--- src/rtl/lc3_pkg.sv ---
// lc3_pkg: shared LC-3 word/address types, dump FSM states and memory size
package lc3_pkg;
  typedef logic [15:0] word_t;
  typedef logic [15:0] addr_t;
  typedef enum logic [2:0] {IDLE, HDR, READ, CAPT, SEND, DONE} dump_state_t;
  localparam int LC3_MEM_WORDS = 65536;
endpackage

--- src/rtl/lc3_mem_dump.sv ---
// lc3_mem_dump: streams start address then count memory words over valid/ready (ports: start/abort control, mem read port, out stream, busy/done)
module lc3_mem_dump
  import lc3_pkg::*;
#(
  parameter int WORD_W  = 16,
  parameter int MEM_LAT = 1
) (
  input  logic              clk,
  input  logic              rst,
  input  logic              start,
  input  logic [WORD_W-1:0] start_addr,
  input  logic [WORD_W-1:0] count,
  input  logic              abort,
  output logic              busy,
  output logic              done,
  output logic              mem_rd_en,
  output logic [WORD_W-1:0] mem_addr,
  input  logic [WORD_W-1:0] mem_rd_data,
  output logic              out_valid,
  input  logic              out_ready,
  output logic [WORD_W-1:0] out_data,
  output logic [WORD_W-1:0] out_addr,
  output logic              out_last
);
  dump_state_t       state, state_n;
  logic [WORD_W-1:0] addr, rem;
  logic              hs;
  if (MEM_LAT != 1) begin : g_lat
    $error("lc3_mem_dump supports MEM_LAT=1 only");
  end
  assign hs        = out_valid && out_ready;
  assign mem_rd_en = state == READ;
  assign mem_addr  = mem_rd_en ? addr : '0;
  always_comb begin
    state_n = state;
    case (state)
      IDLE:    state_n = start ? HDR : IDLE;
      HDR:     state_n = hs ? (rem == '0 ? DONE : READ) : HDR;
      READ:    state_n = CAPT;
      CAPT:    state_n = SEND;
      SEND:    state_n = hs ? (out_last ? DONE : READ) : SEND;
      DONE:    state_n = IDLE;
      default: state_n = IDLE;
    endcase
    if (abort && state != IDLE) state_n = IDLE;
  end
  // status outputs are registered from the next state so they line up with it
  always_ff @(posedge clk or posedge rst) begin
    if (rst) begin
      state     <= IDLE;
      busy      <= 1'b0;
      done      <= 1'b0;
      out_valid <= 1'b0;
      out_last  <= 1'b0;
      out_data  <= '0;
      out_addr  <= '0;
      addr      <= '0;
      rem       <= '0;
    end else begin
      state     <= state_n;
      busy      <= state_n inside {HDR, READ, CAPT, SEND};
      done      <= state_n == DONE;
      out_valid <= state_n inside {HDR, SEND};
      if (state == IDLE && start) begin
        addr     <= start_addr;
        rem      <= count;
        out_data <= start_addr;
        out_addr <= start_addr;
        out_last <= count == '0;
      end
      if (state == CAPT) begin
        out_data <= mem_rd_data;
        out_addr <= addr;
        out_last <= rem == WORD_W'(1);
        addr     <= addr + WORD_W'(1);
        rem      <= rem - WORD_W'(1);
      end
    end
  end
endmodule

--- config.mk ---
export PLATFORM = sky130hd
export DESIGN_NAME = lc3_mem_dump
export DESIGN_NICKNAME = d
export VERILOG_FILES = /design/src/rtl/lc3_pkg.sv /design/src/rtl/lc3_mem_dump.sv
export SDC_FILE = /design/constraint.sdc
export NUM_CORES = 1
export LEC_CHECK = 0
export ABC_AREA = 1
export CORE_MARGIN = 4
export CORE_UTILIZATION = 34
export CTS_CLUSTER_DIAMETER = 100
export DETAILED_ROUTE_END_ITERATION = 8
export HOLD_SLACK_MARGIN = 0.02
export PLACE_DENSITY = 0.72
export SLEW_MARGIN = 20
export SYNTH_ARGS = -nofsm -noshare
export SYNTH_HDL_FRONTEND = slang
export SYNTH_SLANG_ARGS = --single-unit
export TNS_END_PERCENT = 100
--- constraint.sdc ---
create_clock -name clk -period 3.3 [get_ports clk]
set_input_delay 0.825 -clock clk [delete_from_list [all_inputs] [get_ports clk]]
set_output_delay 0.825 -clock clk [all_outputs]
set_load 0.05 [all_outputs]
==> results.md <==
- Multi-input logic area: 1850 µm²
- Synth Area in Compound Gates: 14.0%
- Data required time at the worst endpoint: 2.47 ns
- Clk buf depth: 2
- Initial DRC count: 289
- Gr usage total: 17.2%
- GRT overflow: 0
- CP delay by family, top: buffers and inverters
- Slowest cell on crit path: clkdlybuf4s50_1
- Post-Synthesis Cells: 547
- Antenna diode count: 0
- WL/cell: 14.5 µm
- TNS Setup: 0 ns
- Yosys reg bits: 71
- Initial core utilization: 34.7%
- Clock sinks: 71
- Post-Synthesis Net Count: 603
- XOR/XNOR Fraction of Synth Area: 1.10%
- First-pass GRT wire length: 18500 µm
- Area Overhead vs Synth: 36.9%
- Port bufs: 105
- Hold Buf Count CTS: 0
- Syn. warnings: 0
- Die W: 116 µm
- Max-cap violations: 0
- Slew Limit Fails: 0
- Vias per inst: 4.99
- Distinct cells, synth: 34
- Slew HR: 64.4%
- Simple-gate area share of the yosys netlist: 30.6%
- Worst Setup End Kind: output pin
- Worst Skew: 0.00508 ns
- Post-Syn Area: 3970 µm²
- Core footprint: 11400 µm²
- Die area: 13500 µm²
- Std cell rows: 39
- DR vias: 3968
- Status: completed
- Filler cell count in the final layout: 1136
- Setup WS post-layout: 0.630 ns
- Clock-pin transition on the worst setup and hold timing paths: 0.05 ns
- Tmin final: 2.67 ns
- Avg Cell Area, Syn: 7.25 µm²
- Overall power: 5760 µW
- Number of routed nets with antenna violations: 0
- Number of global-route vias before repair: 3803
- Pwr/cell area: 1060 nW/µm²
- Arr. time, crit path: 1.85 ns
- Fin. Hold Viols: 0
- RSZ-0062 raised after global routing: false
- Total CTS buffers: 9
- Setup violations, final: 0
- TritonRoute pass-1 iters: 6
- Wirelength, routed: 11600 µm
- Leakage: 0.00247 µW
- WP buf/inv: 3
- Io pins: 106
- Seq/Total Area, Yosys: 44.8%
- Final Cycle Share: 80.9%
- Layout cells sized above 1: 8.13%
- Maximum clock frequency: 0.374 GHz
- Drt drc: 0
- Die H: 116 µm
- Hold Path Class: register to register
- Reg area: 1780 µm²
- Maximum fanout along the worst path: 7
- Clk root buf: clkbuf_16
- Slew of the pin with the lowest slew margin: 0.533 ns
- Kind of critical path: register to output pin
- Routability cong.: 0.845
- Detailed Place HPWL: 8470 µm
- Multiplexer share of the synthesized area: 0%
- CP Launch Type: register
- Crit-path cells: inv_2 > nand3_1 > inv_1 > clkdlybuf4s50_1
- Maximum VDD drop: 0.528 mV
- Commonest non-fill, non-tap cell in the layout: nand2_1
- Commonest non-fill, non-tap cells in the layout: 169 x nand2_1, 89 x clkdlybuf4s50_1, 71 x dfrtp_1, 65 x nor2_1, 53 x inv_1
- Number of setup buffers added after CTS: 0
- Place WS: 0.887 ns
- Main combinational cell family by area after synthesis: simple AND/OR/NAND/NOR gates
- Largest net degree at the start of global routing: 72
- CTS-repair resized insts: 0
- CTS tree: done
- Synth Area in Adders: 0.946%
- Clk_lat worst skew: 0.32 ns
- Final #Nets: 704
- H-tree Lvls: 3
- Slowest stage delay, CP: 0.80 ns
- Antenna violations before repair: 0
-- per-stage QoR --
| stage | std cells | area (µm²) | utilization, % | hold slack (ns) |
|---|---|---|---|---|
| after floorplan | 547 | 3970 | - | 0.490 |
| after global placement | 780 | 5120 | 44.8 | 0.464 |
| after detailed placement | 780 | 5120 | 44.8 | 0.468 |
| after CTS | 795 | 5430 | 47.6 | 0.490 |
| after global routing | 795 | 5430 | 47.6 | 0.523 |
| final | 795 | 5430 | 47.6 | 0.484 |
-- power by group --
part           switching (µW)  total [µW]  internal [µW]
Clock                     360        1020            656
Combinational            2110        3110            997
Sequential                332        1640           1310
Total                    2810        5760           2960
-- layout make-up --
class | instances | area share (%)
clock buffers | 9 | 4.15
repair buffers | 113 | 20.2
clock inverters | 6 | 1.59
inverters | 57 | 3.94
flip-flops and latches | 71 | 32.7
well taps | 143 | 3.29
multi-input cells | 396 | 34.1
-- cell usage after synthesis --
cell	count	area, µm²
nand3b_1	2	15.0
xnor2_1	1	8.76
buf_1	1	3.75
a31oi_1	22	138
nor2_4	1	11.3
o21ai_1	13	65.1
a32oi_1	2	17.5
o21ai_0	41	205
nor3_1	6	30.0
nand3_2	1	10.0
nor3_2	2	20.0
nor2_1	65	244
a21boi_1	2	15.0
buf_2	15	75.1
or2_2	1	6.26
o22ai_1	5	31.3
inv_1	54	203
inv_2	3	11.3
nand2_2	1	6.26
nand3_1	29	145
o31ai_1	1	7.51
buf_4	3	22.5
nor4_1	3	18.8
buf_6	1	11.3
ha_1	3	37.5
o211ai_1	7	52.6
dfrtp_1	71	1780
xor2_1	4	35.0
nand4_1	6	37.5
a21oi_1	5	25.0
nand3_4	1	17.5
nand2_1	169	634
clkbuf_1	3	11.3
nor2_2	3	18.8
-- state kept, by name, summed over array words and instances, names as in the netlist --
signal and count:
out_last 1, out_data 16, out_valid 1, state 3, out_addr 16, done 1, busy 1, rem 16
addr 16
-- path summary, 6_finish.rpt --
| check | to | from | cells after the start | slack (ns) |
|---|---|---|---|---|
| max in group asynchronous | out_addr[12] | rst | 3 | 2.08 |
| min in group asynchronous | rem[1] | rst | 3 | 0.89 |
| min | out_addr[13] | out_addr[13] | 2 | 0.48 |
| min reg2reg | out_addr[13] | out_addr[13] | 2 | 0.48 |
| max | mem_rd_en | state[2] | 4 | 0.63 |
| max reg2reg | out_last | state[0] | 8 | 1.43 |
-- worst reg2reg max path, stage by stage (launching register included) --
cell and delay, ns:
dfrtp_1 0.44, nand3_4 0.16, buf_4 0.39, nand2_1 0.19, nor2_1 0.14, nand3_1 0.08
o21ai_0 0.26, nand2_1 0.08, nand2_1 0.07
-- layer usage --
layer	vias up	GRT usage (%)	part of all wire, %
met1	1859	23.0	45
li1	1979	-	-
met4	0	5.10	1.4
met5	-	0	0
met3	13	4.28	6.5
met2	117	27.7	47
-- kinds of logic after synthesis --
family	Yosys count
DFF	71
AOI/OAI and AO/OA	98
buffers and inverters	80
and+or+nand+nor	290
xor gates and xnor gates	5
adders and majority gates	3
Note: power is estimated with default switching activity, not from simulation.
